File: src/rtl/fifo_uart_tx_if.sv
// -----------------------------------------------------------------------------
// fifo_uart_tx_if
// Read-side handshake between the 8-entry circular FIFO and its single
// consumer (the serial transmit stage).
//   empty  : FIFO empty flag, driven by the FIFO
//   r_data : FIFO head word, driven by the FIFO, valid whenever empty = 0
//   rd     : pop request, driven by the consumer (single-cycle pulse)
// Modports:
//   master : consumer side (drives rd)
//   slave  : FIFO side (drives empty and r_data)
// -----------------------------------------------------------------------------
interface fifo_uart_tx_if #(
    parameter int DATA_WIDTH = 8
);
    logic                  empty;
    logic [DATA_WIDTH-1:0] r_data;
    logic                  rd;

    modport master (
        input  empty,
        input  r_data,
        output rd
    );

    modport slave (
        output empty,
        output r_data,
        input  rd
    );
endinterface

File: src/rtl/fifo_uart_tx.sv
// -----------------------------------------------------------------------------
// fifo_uart_tx
// Serial transmit stage draining the FIFO read port. Each time the FIFO is
// non-empty while idle it pops one word and sends it as a frame: one start
// bit (low), DATA_WIDTH data bits LSB first, STOP_BITS stop bits (high).
// Ports:
//   clk     : system clock, rising edge
//   reset   : asynchronous active-low reset
//   fifo    : FIFO read-side interface (master: empty/r_data in, rd out)
//   tx      : serial line, idles high, driven from a flop
//   busy    : high from frame start to the end of the last stop bit
//   tx_done : one-cycle pulse when a frame completes
// -----------------------------------------------------------------------------
module fifo_uart_tx #(
    parameter int DATA_WIDTH   = 8,
    parameter int CLKS_PER_BIT = 16,
    parameter int STOP_BITS    = 1
) (
    input  logic           clk,
    input  logic           reset,
    fifo_uart_tx_if.master fifo,
    output logic           tx,
    output logic           busy,
    output logic           tx_done
);

    localparam int TW = (CLKS_PER_BIT > 1) ? $clog2(CLKS_PER_BIT) : 1;
    localparam int BW = (DATA_WIDTH > 1) ? $clog2(DATA_WIDTH) : 1;

    localparam logic [TW-1:0] TICK_LAST = TW'(CLKS_PER_BIT - 1);
    localparam logic [BW-1:0] BIT_LAST  = BW'(DATA_WIDTH - 1);
    // Stop-period index only needs to distinguish one or two stop bits.
    localparam logic          STOP_LAST = (STOP_BITS == 2) ? 1'b1 : 1'b0;

    typedef enum logic [1:0] {
        ST_IDLE  = 2'd0,
        ST_START = 2'd1,
        ST_DATA  = 2'd2,
        ST_STOP  = 2'd3
    } state_t;

    state_t                state_r;
    logic [TW-1:0]         tick_r;
    logic [BW-1:0]         bit_idx_r;
    logic                  stop_idx_r;
    logic [DATA_WIDTH-1:0] shift_r;
    logic                  rd_r;
    logic                  tx_r;
    logic                  busy_r;
    logic                  tx_done_r;

    logic                  tick_end_s;
    logic [DATA_WIDTH-1:0] shift_next_s;

    // Bit-period end flag and the shift register contents after one shift.
    always_comb begin
        tick_end_s   = (tick_r == TICK_LAST);
        shift_next_s = shift_r >> 1;
    end

    // Frame state machine; every output is registered here.
    always_ff @(posedge clk or negedge reset) begin
        if (!reset) begin
            state_r    <= ST_IDLE;
            tick_r     <= '0;
            bit_idx_r  <= '0;
            stop_idx_r <= 1'b0;
            shift_r    <= '0;
            rd_r       <= 1'b0;
            tx_r       <= 1'b1;
            busy_r     <= 1'b0;
            tx_done_r  <= 1'b0;
        end else begin
            // Pulses last one cycle unless re-asserted below.
            rd_r      <= 1'b0;
            tx_done_r <= 1'b0;
            case (state_r)
                ST_IDLE: begin
                    tx_r   <= 1'b1;
                    busy_r <= 1'b0;
                    if (!fifo.empty) begin
                        // Capture the head word and pop it on the next edge;
                        // the start bit begins right here.
                        shift_r   <= fifo.r_data;
                        rd_r      <= 1'b1;
                        tick_r    <= '0;
                        tx_r      <= 1'b0;
                        busy_r    <= 1'b1;
                        state_r   <= ST_START;
                    end else begin
                        state_r   <= ST_IDLE;
                    end
                end
                ST_START: begin
                    if (tick_end_s) begin
                        tick_r    <= '0;
                        bit_idx_r <= '0;
                        tx_r      <= shift_r[0];
                        state_r   <= ST_DATA;
                    end else begin
                        tick_r    <= tick_r + TW'(1);
                    end
                end
                ST_DATA: begin
                    if (tick_end_s) begin
                        tick_r <= '0;
                        if (bit_idx_r == BIT_LAST) begin
                            tx_r       <= 1'b1;
                            stop_idx_r <= 1'b0;
                            state_r    <= ST_STOP;
                        end else begin
                            bit_idx_r  <= bit_idx_r + BW'(1);
                            shift_r    <= shift_next_s;
                            tx_r       <= shift_next_s[0];
                        end
                    end else begin
                        tick_r <= tick_r + TW'(1);
                    end
                end
                ST_STOP: begin
                    tx_r <= 1'b1;
                    if (tick_end_s) begin
                        tick_r <= '0;
                        if (stop_idx_r == STOP_LAST) begin
                            busy_r    <= 1'b0;
                            tx_done_r <= 1'b1;
                            state_r   <= ST_IDLE;
                        end else begin
                            stop_idx_r <= 1'b1;
                        end
                    end else begin
                        tick_r <= tick_r + TW'(1);
                    end
                end
                default: begin
                    // Unreachable encoding: fall back to a safe idle line.
                    state_r <= ST_IDLE;
                    tick_r  <= '0;
                    tx_r    <= 1'b1;
                    busy_r  <= 1'b0;
                end
            endcase
        end
    end

    assign fifo.rd = rd_r;
    assign tx      = tx_r;
    assign busy    = busy_r;
    assign tx_done = tx_done_r;

endmodule

File: src/flat_wrapper.sv
// flat-port wrapper written by rule: the top's interface ports become plain ports
module fifo_uart_tx_flat 
#(
    parameter int DATA_WIDTH   = 8,
    parameter int CLKS_PER_BIT = 16,
    parameter int STOP_BITS    = 1
)
  (clk, reset, tx, busy, tx_done, fifo_empty, fifo_r_data, fifo_rd);
  fifo_uart_tx_if #(.DATA_WIDTH(DATA_WIDTH)) fifo_i ();
  input  logic clk;
  input  logic reset;
  output logic tx;
  output logic busy;
  output logic tx_done;
  input wire logic [$bits(fifo_i.empty)-1:0] fifo_empty;
  input wire logic [$bits(fifo_i.r_data)-1:0] fifo_r_data;
  output wire logic [$bits(fifo_i.rd)-1:0] fifo_rd;
  assign fifo_i.empty = fifo_empty;
  assign fifo_i.r_data = fifo_r_data;
  assign fifo_rd = fifo_i.rd;
  fifo_uart_tx #(.DATA_WIDTH(DATA_WIDTH), .CLKS_PER_BIT(CLKS_PER_BIT), .STOP_BITS(STOP_BITS)) u_core (.clk(clk), .reset(reset), .fifo(fifo_i), .tx(tx), .busy(busy), .tx_done(tx_done));
endmodule
File: config.mk
export PLATFORM = sky130hd
export DESIGN_NAME = fifo_uart_tx_flat
export DESIGN_NICKNAME = d
export VERILOG_FILES = /design/src/rtl/fifo_uart_tx_if.sv /design/src/rtl/fifo_uart_tx.sv /design/src/flat_wrapper.sv
export SDC_FILE = /design/constraint.sdc
export NUM_CORES = 1
export LEC_CHECK = 0
export BUFFER_PORTS_ARGS = -buffer_cell sky130_fd_sc_hd__buf_2
export CORE_MARGIN = 5
export CORE_UTILIZATION = 52
export DETAILED_ROUTE_END_ITERATION = 10
export PLACE_DENSITY = 0.72
export SYNTH_ARGS = -nofsm -noshare
export SYNTH_HDL_FRONTEND = slang
export SYNTH_SLANG_ARGS = --single-unit
File: constraint.sdc
create_clock -name clk -period 1.9 [get_ports clk]
set_input_delay 0.285 -clock clk [delete_from_list [all_inputs] [get_ports clk]]
set_output_delay 0.285 -clock clk [all_outputs]
set_load 0.02 [all_outputs]
### Yosys cells after proc, flatten, opt, wreduce, memory -nomap -nowiden

Index checks and enable logic that the tools add are counted.
W data, S select, Z words.

* latch bits: 0
* bits in writable memories: 0
* bits in registers: 22
* memories kept: 0
* input bits: 11
* output and inout bits: 4
* bits in read-only memories: 0

* equality and inequality tests: 12
* add/sub/neg operators: 2
* reductions and logical operators: 12
* divide/modulo/power cells: 0
* bitwise logic cells: 0
* multiplexer cells: 36
* $lt $le $gt $ge: 0
* shift-type cells: 0
* multiply operators: 0

Operators with widths (count)
* $mux W8: 3
* $mux W1: 16
* $pmux W8 S2: 1
* $reduce_and A4 Y1: 3
* $mux W2: 5
* $mux W3: 3
* $mux W4: 2
* $ne A2 B1 Y1 const B: 4
* $pmux W2 S4: 1
* $pmux W4 S2: 1
* $reduce_bool A2 Y1: 4
* $ne A2 B2 Y1 const B: 3
* $pmux W3 S2: 1
* $reduce_and A5 Y1: 1
* $add A4 B1 Y4 const B: 1
* $eq A2 B2 Y1 const B: 2
* $eq A4 B4 Y1 const B: 1
* $pmux W1 S2: 2
* $pmux W1 S4: 1
* $add A3 B1 Y3 const B: 1
* $eq A3 B3 Y1 const B: 1
* $reduce_and A3 Y1: 1
* $reduce_or A3 Y1: 1
* $eq A2 B1 Y1 const B: 1
* other kinds (2): 2

### Logic depth before layout (Yosys ltp)

Gate-level depths: netlist of run 1.

* depth in word-level cells: 4
* gate-level depth with buffers: 7
* mapped depth without buffers: 5

### Worst setup path before layout of run 1

OpenSTA, ideal clock, no wires.

* path type: reg-to-reg
* start point: register u_core.bit_idx_r[0]
* end point: register u_core.shift_r[0]
* data arrival time: 1.545 ns
* setup time: 0.134 ns
* cell stages (with the launch flop): 8
* data required time: 1.766 ns
* path slack: 0.220 ns
* cell sequence: dfrtp_1 ha_1 ha_1 buf_4 a22oi_4 and2_0 buf_2 a311oi_1

* cells in the longest elaborated chain, start to end: 3

RTL lines
* from (decl): line fifo_uart_tx.sv:44 `logic [BW-1:0] bit_idx_r;`
* from (signal assigned): line fifo_uart_tx.sv:112 `bit_idx_r <= bit_idx_r + BW'(1);`
* $eq A3 B3 Y1: line fifo_uart_tx.sv:107 `if (bit_idx_r == BIT_LAST) begin`
* $ne A2 B2 Y1 (no source line)
* $reduce_and A4 Y1 (no source line)
* to (signal assigned): line fifo_uart_tx.sv:84 `shift_r <= fifo.r_data;`
* to (signal assigned): line fifo_uart_tx.sv:113 `shift_r <= shift_next_s;`
* to (decl): line fifo_uart_tx.sv:46 `logic [DATA_WIDTH-1:0] shift_r;`

No other way between the ends.
A chain may end at the register's enable or synchronous reset.

### Worst setup path after layout of run 1

* start point: register u_core.state_r[0]
* end point: register u_core.state_r[1]

* cells in the longest elaborated chain, start to end: 3
* elaborated cells between the ends (all ways): 11

RTL lines
* from (decl): line fifo_uart_tx.sv:42 `state_t state_r;`
* from (signal assigned): line fifo_uart_tx.sv:64 `state_r <= ST_IDLE;`
* from (signal assigned): line fifo_uart_tx.sv:89 `state_r <= ST_START;`
* from (signal assigned): line fifo_uart_tx.sv:91 `state_r <= ST_IDLE;`
* $eq A2 B2 Y1 or $eq A2 B1 Y1 (tied branches): line fifo_uart_tx.sv:77 `case (state_r)`
* $ne A2 B1 Y1 (no source line) or $ne A2 B2 Y1 (tied branches)
* $reduce_and A5 Y1 (no source line)

Parallel ways exist; a longest one is shown, timed or not.

==> summary.md, run 1 <==
| Metric | Value |
|---|---|
| Initial Utilization | 0.540 |
| Die height | slightly above 60 um |
| Final std cells w/o fill | around 190 |
| Avg Cell Area, Syn | around 9.4 um2 |
| Switching power | 945 uW |
| Slew Limit Fails | 0 |
| Reg2Reg Depth | 5 |
| WP data required | around 2.1 ns |
| Pwr Total | 2260 uW |
| Switching part of the total power | 0.417 |
| FF+latch count, synth | 21 |
| Synth area leader | dfrtp_1 |
| Nature of the critical path endpoint | register |
| Total congestion overflow | 0 |
| Cell Area, Synth | 0.00134 mm2 |
| CTS Hold Bufs | 1 |
| Nets | approximately 180 |
| Setup slack, reg-to-reg | 0.10 ns |
| Post-synth EDFFs | 0 |
| GRT Overall Usage | 0.194 |
| Post-route minimum period | 1.80 ns |
| Syn Inst Count | 143 |
| Type of origin of the critical path | register |
| Min-Delay Endpoint | u_core.shift_r[7]$_DFFE_PN0P_ |
| Largest net degree at the start of global routing | 22 |
| P_leak | 0.000706 uW |
| Count leader, synth | dfrtp_1 |
| Layout cells sized above 1 | 0.216 |
| Setup_tns | 0 ns |
| Period utilisation layout | 0.946 |
| Post-Syn Nets | about 160 |
| P_int | around 1300 uW |
| WL/cell | 15.4 um |
| Num Clock Sinks | 21 |
| Hold crit path type | input port to register |
| Vias in the first global route | approximately 1200 |
| Register share of total power | 0.343 |
| Top cells by area, synth | dfrtp_1, ha_1, o21ai_0 |
| Clock Tree Buf Depth | 2 |
| Num rows | 18 |
| CTS Buf Count | 3 |
| Top cells by count, synth | dfrtp_1, o21ai_0, inv_1 |
| Die area | roughly 0.0037 mm2 |
| CTS tree | built |
| Synth warn | 0 |
| Cts repair resizes | 0 |
| Worst path arrival time | ~2.0 ns |
| Post-synth ARST share | 1.00 |
| Pre-Repair DR Iteration Count | 4 |
| Fmax | approximately 560 MHz |
| Via/cell ratio | 5.86 |
| Detail Route Antenna Nets | 0 |
| Ys flop type | dfrtp_1 |
| R2R Path Start | u_core.state_r[0]$_DFFE_PN0P_ |
| Max Cap Viol | 0 |
| I/O pins | 15 |
| Final hold vios | 0 |
| Least-Margin Pin Slew | around 0.49 ns |
| Status | finished, final reports clean |
| Clk pwr share | 0.101 |
| Comb power frac | 0.556 |
| Most Crowded Layer GR | met2 |
| Slew headroom | 0.673 |
| Skew final | 0.000567 ns |
| FF-to-FF End | u_core.state_r[1]$_DFFE_PN0P_ |
| Root buffer cell | clkbuf_4 |
| Drt initial violations | between 60 and 70 |
| Dpl cells | between 150 and 200 |
| Area Growth Syn to Fin | 12.5% |
| Ant diodes | 0 |
| Final wirelength | just under 3 mm |
| Distinct cells, synth | 37 |
| Worst-path fanout max | 5 |
| Hold_sp | fifo_r_data[7] |
| GRT met2 Usage | 0.322 |
| RSZ-0062 raised after global routing | false |
| Setup Fix Bufs, Post-CTS | 0 |
| Synth top area share | 0.374 |
| Latest clock arrival within the worst-skew pair | ~0.31 ns |
| IO buf count | 14 |
| GPL Wtd Cong | between 0.7 and 0.8 |
| Setup CP Type | register to register |
| Sequential share of the synthesized area | 0.394 |
| First-pass GRT wire length | roughly 5.4 mm |
| Hold depth | 3 |
| DRC viols | 0 |
| Worst-path clk slew | roughly 0.13 ns |
| H-tree levels | 1 |
| Max VDD drop | 0.746 mV |
| Die W | 60.7 um |
| Vias | 1126 |
| Fillers | 230 |
| Endpoints failing setup | 0 |
| Power Dens Cells | approximately 1500 mW/mm2 |
| Core Footprint | 0.00248 mm2 |
| Grt met1 use | 0.260 |
| GR Util met3 | 0.0340 |
| Hpwl dp | between 2 and 2.5 mm |
| Initial antenna violation count | 0 |
## state kept, by name (all words and copies together) (netlist names)
| signal | cells |
|---|---|
| u_core.bit_idx_r | 3 |
| u_core.fifo.rd | 1 |
| u_core.tx_done | 1 |
| u_core.state_r | 2 |
| u_core.shift_r | 8 |
| u_core.tx | 1 |
| u_core.tick_r | 4 |
| u_core.busy | 1 |
## worst max-delay path by stage
stage	start	endpoint	cells past startpoint
floorplan	u_core.bit_idx_r[0]$_DFFE_PN0P_	u_core.shift_r[0]$_DFFE_PN0P_	7
global placement	u_core.bit_idx_r[0]$_DFFE_PN0P_	u_core.shift_r[6]$_DFFE_PN0P_	6
detailed placement	u_core.state_r[0]$_DFFE_PN0P_	u_core.state_r[1]$_DFFE_PN0P_	5
CTS	u_core.state_r[0]$_DFFE_PN0P_	u_core.state_r[1]$_DFFE_PN0P_	5
global route	u_core.bit_idx_r[0]$_DFFE_PN0P_	u_core.bit_idx_r[0]$_DFFE_PN0P_	6
finish	u_core.state_r[0]$_DFFE_PN0P_	u_core.state_r[1]$_DFFE_PN0P_	5
## power groups by stage
stage / clock network [uW] / logic [uW] / registers, uW
final: 229 / 1260 / 777
after global routing: 249 / 1420 / 804
after CTS: 226 / 1260 / 777
after detailed placement: 0 / 1250 / 784
after global placement: 0 / 1200 / 774
after floorplan: 0 / 914 / 783
## routing by layer
metal / vias up / wire length [um] / share of wire
met4: 0 / 29 / 0.0098
met2: 26 / 1390 / 0.47
met5: - / 0 / 0
li1: 549 / - / -
met1: 547 / 1420 / 0.48
met3: 4 / 119 / 0.040
## layout by cell type, fill, tap and decap left out, types with 2 or more instances in the layout
master | synthesis | final
a31oi_1 | 2 | 2
o2bb2ai_1 | 2 | 2
buf_4 | 1 | 9
nor2_1 | 8 | 8
nor2b_1 | 2 | 2
nand3_1 | 3 | 3
ha_1 | 8 | 8
a311oi_1 | 6 | 6
dfrtp_1 | 20 | 20
buf_2 | 6 | 14
o21ai_0 | 12 | 12
nand2b_1 | 7 | 7
nor3b_1 | 7 | 7
o22ai_1 | 6 | 6
inv_1 | 11 | 11
o21a_1 | 6 | 6
and2_1 | 2 | 2
clkbuf_4 | 0 | 3
a22oi_1 | 2 | 2
a22o_1 | 2 | 2
a21oi_1 | 5 | 5
nand2_1 | 8 | 8
## final cells by class
class                           count  area [um2]  area share
Clock buffer                        3        22.5      0.0150
Clock inverter                      1        5.00     0.00333
Inverter                           11        41.3      0.0274
Multi-Input combinational cell    102         724       0.481
Sequential cell                    21         527       0.350
Tap cell                           30        37.5      0.0249
Timing Repair Buffer               24         148      0.0981
## worst max-delay path, cell delays in order, from the launching register on
cell and delay (ns):
dfrtp_1 0.42, inv_1 0.11, ha_1 0.30, or3_4 0.43, o2bb2ai_2 0.15, mux2_4 0.30
## metrics by stage
stage | util | setup WS [ns] | hold slack [ns] | instance area [um2]
detailed placement | 0.592 | 0.147 | 0.277 | 1470
global placement | 0.592 | 0.229 | 0.274 | 1470
floorplan | - | 0.220 | -0.0106 | 1340
CTS | 0.608 | 0.118 | 0.310 | 1510
global route | 0.608 | 0.0550 | 0.351 | 1510
finish | 0.608 | 0.103 | 0.310 | 1510
## cells by family after synthesis
logic type / Yosys count / share of synthesized area
buffers and inverters: 20 / 0.0646
adder cells (fa/ha/maj): 8 / 0.0748
AND/OR/NAND/NOR: 42 / 0.175
AO/OA/AOI/OAI: 49 / 0.265
multiplexers: 3 / 0.0271
flip-flops: 21 / 0.394
Note: power is estimated with default switching activity, not from simulation.
==> run 2, diff against run 1 <==
- RECOVER_POWER: unset -> 50
==> summary.md, run 2 (synthesized netlist as in run 1, its figures left out) <==
| Metric | Value |
|---|---|
| Status | finished, final reports clean |
| Hold crit path type | input port to register |
| Nature of the critical path endpoint | register |
| Least-Margin Pin Slew | about 1.2 ns |
| P_leak | around 0.00070 uW |
| Num rows | 18 |
| Die height | 60.7 um |
| Max reg flops | 8 |
| Initial antenna violation count | 0 |
| Die area | 0.00369 mm2 |
| Total congestion overflow | 0 |
| Final wirelength | between 2 and 3 mm |
| DRC viols | 0 |
| Root buffer cell | clkbuf_4 |
| Reg2Reg Depth | 5 |
| Skew final | ~0.00057 ns |
| Drt initial violations | 65 |
| Fmax | around 560 MHz |
| Leading cell type in the layout, fill and taps excluded | dfrtp_1 |
| Via/cell ratio | about 5.9 |
| WP depth | 5 |
| CTS Buf Count | 3 |
| Die W | between 60 and 70 um |
| Clock Tree Buf Depth | 2 |
| Worst-path fanout max | 5 |
| Vias in the first global route | 1152 |
| Worst path arrival time | 2.01 ns |
| Post-route minimum period | between 1.5 and 2 ns |
| Latest clock arrival within the worst-skew pair | around 0.31 ns |
| Slowest CP cell | or3_4 |
| First-pass GRT wire length | about 5.4 mm |
| I/O pins | 15 |
| Core Footprint | 0.00248 mm2 |
| CTS tree | built |
| Detail Route Antenna Nets | 0 |
| Pre-Repair DR Iteration Count | 4 |
| GRT Overall Usage | 0.194 |
| Most frequent cells in the layout | dfrtp_1, o21ai_0, inv_1, buf_2, buf_4 |
| RSZ-0062 raised after global routing | false |
| Post-Route M1 WL | about 1.4 mm |
| WP data required | around 2.1 ns |
| Hpwl dp | ~2.1 mm |
| Largest net degree at the start of global routing | 22 |
| Power Dens Cells | 1510 mW/mm2 |
| Placed cell area | 0.00147 mm2 |
| Slew headroom | 0.218 |
| Ant diodes | 0 |
| Type of origin of the critical path | register |
| Setup CP Type | register to register |
| Num Clock Sinks | 21 |
| Crit-path cells | inv_1, ha_1, or3_4, o2bb2ai_2, mux2_4 |
| Max VDD drop | about 0.75 mV |
| Endpoints failing setup | 0 |
| CP Buf/Inv Count | 1 |
| Period utilisation layout | 0.946 |
| Max incr delay on CP | between 0.4 and 0.5 ns |
| Hold depth | 3 |
| Highest routed layer | met4 |
| WL/cell | between 15 and 20 um |
| Layout cells sized above 1 | 0.198 |
| IO buf count | 14 |
| WL met2 | approximately 1.4 mm |
| Regs by FF count | u_core.shift_r (8), u_core.tick_r (4), u_core.bit_idx_r (3) |
| Area Growth Syn to Fin | 12.3% |
| Met3 WL | around 120 um |
| Nets | ~180 |
| Initial Utilization | 0.540 |
| Vias | between 1000 and 1500 |
| H-tree levels | 1 |
| Worst-path clk slew | 0.13 ns |
| Final Cell Area | about 0.0015 mm2 |
| Final hold vios | 0 |
| Final Util | 0.606 |
| Kind of cell adding the most delay to the critical path | simple AND/OR/NAND/NOR gates |
| GPL Wtd Cong | just under 0.8 |
| Cts repair resizes | 0 |
| Top reg by flops | u_core.shift_r |
| Setup_tns | 0 ns |
| Max Cap Viol | 0 |
| Slew Limit Fails | 0 |
run 2: cell count changes in the layout (fill, tap and decap cells not counted):
cell | before | now
clkbuf_1 | 0 | 3
buf_2 | 14 | 11
run 2: final timing paths:
kind	slack, ns	end	from
worst max-delay path	0.10	u_core.state_r[1]$_DFFE_PN0P_	u_core.state_r[0]$_DFFE_PN0P_
worst min-delay path	0.31	u_core.shift_r[7]$_DFFE_PN0P_	fifo_r_data[7]
worst max register to register	0.10	u_core.state_r[1]$_DFFE_PN0P_	u_core.state_r[0]$_DFFE_PN0P_
worst min register to register	0.54	u_core.tick_r[0]$_DFFE_PN0P_	u_core.tick_r[0]$_DFFE_PN0P_
max in group asynchronous	0.50	u_core.shift_r[0]$_DFFE_PN0P_	reset
min in group asynchronous	0.71	u_core.fifo.rd$_DFF_PN0_	reset
run 2: metrics by stage:
stage          setup WS, ns  hold WS, ns  instances  total power, uW
2_1_floorplan         0.220      -0.0106        143             1700
3_3_place_gp          0.229        0.274        187             1970
3_5_place_dp          0.147        0.277        187             2040
4_1_cts               0.118        0.310        192             2260
5_1_grt              0.0550        0.351        192             2470
6_report              0.103        0.310        192             2260
run 2: layer usage:
metal	GRT usage	vias up
met5	0	-
met2	0.322	26
met3	0.0340	4
li1	-	549
met1	0.260	545
met4	0.0557	0
run 2: layout make-up:
class / count / area, um2
Tap cell: 30 / 37.5
Timing Repair Buffer: 24 / 144
Clock inverter: 1 / 5.00
Multi-Input combinational cell: 102 / 724
Inverter: 11 / 41.3
Sequential cell: 21 / 527
Clock buffer: 3 / 22.5
Fill cell: 231 / 976
run 2: repair_timing:
item	CTS	global route
hold buffers	1	0
endpoints found under the hold margin	20	0
setup buffers	0	0
run 2: where the power goes:
part | internal, uW | total (uW) | switching, uW
combinational | 612 | 1260 | 645
sequential | 627 | 777 | 150
clock | 78.7 | 229 | 151
run 2: worst reg2reg max path: stages (launching register included):
cell and delay [ns]:
dfrtp_1 0.42, inv_1 0.11, ha_1 0.30, or3_4 0.43, o2bb2ai_2 0.15, mux2_4 0.30
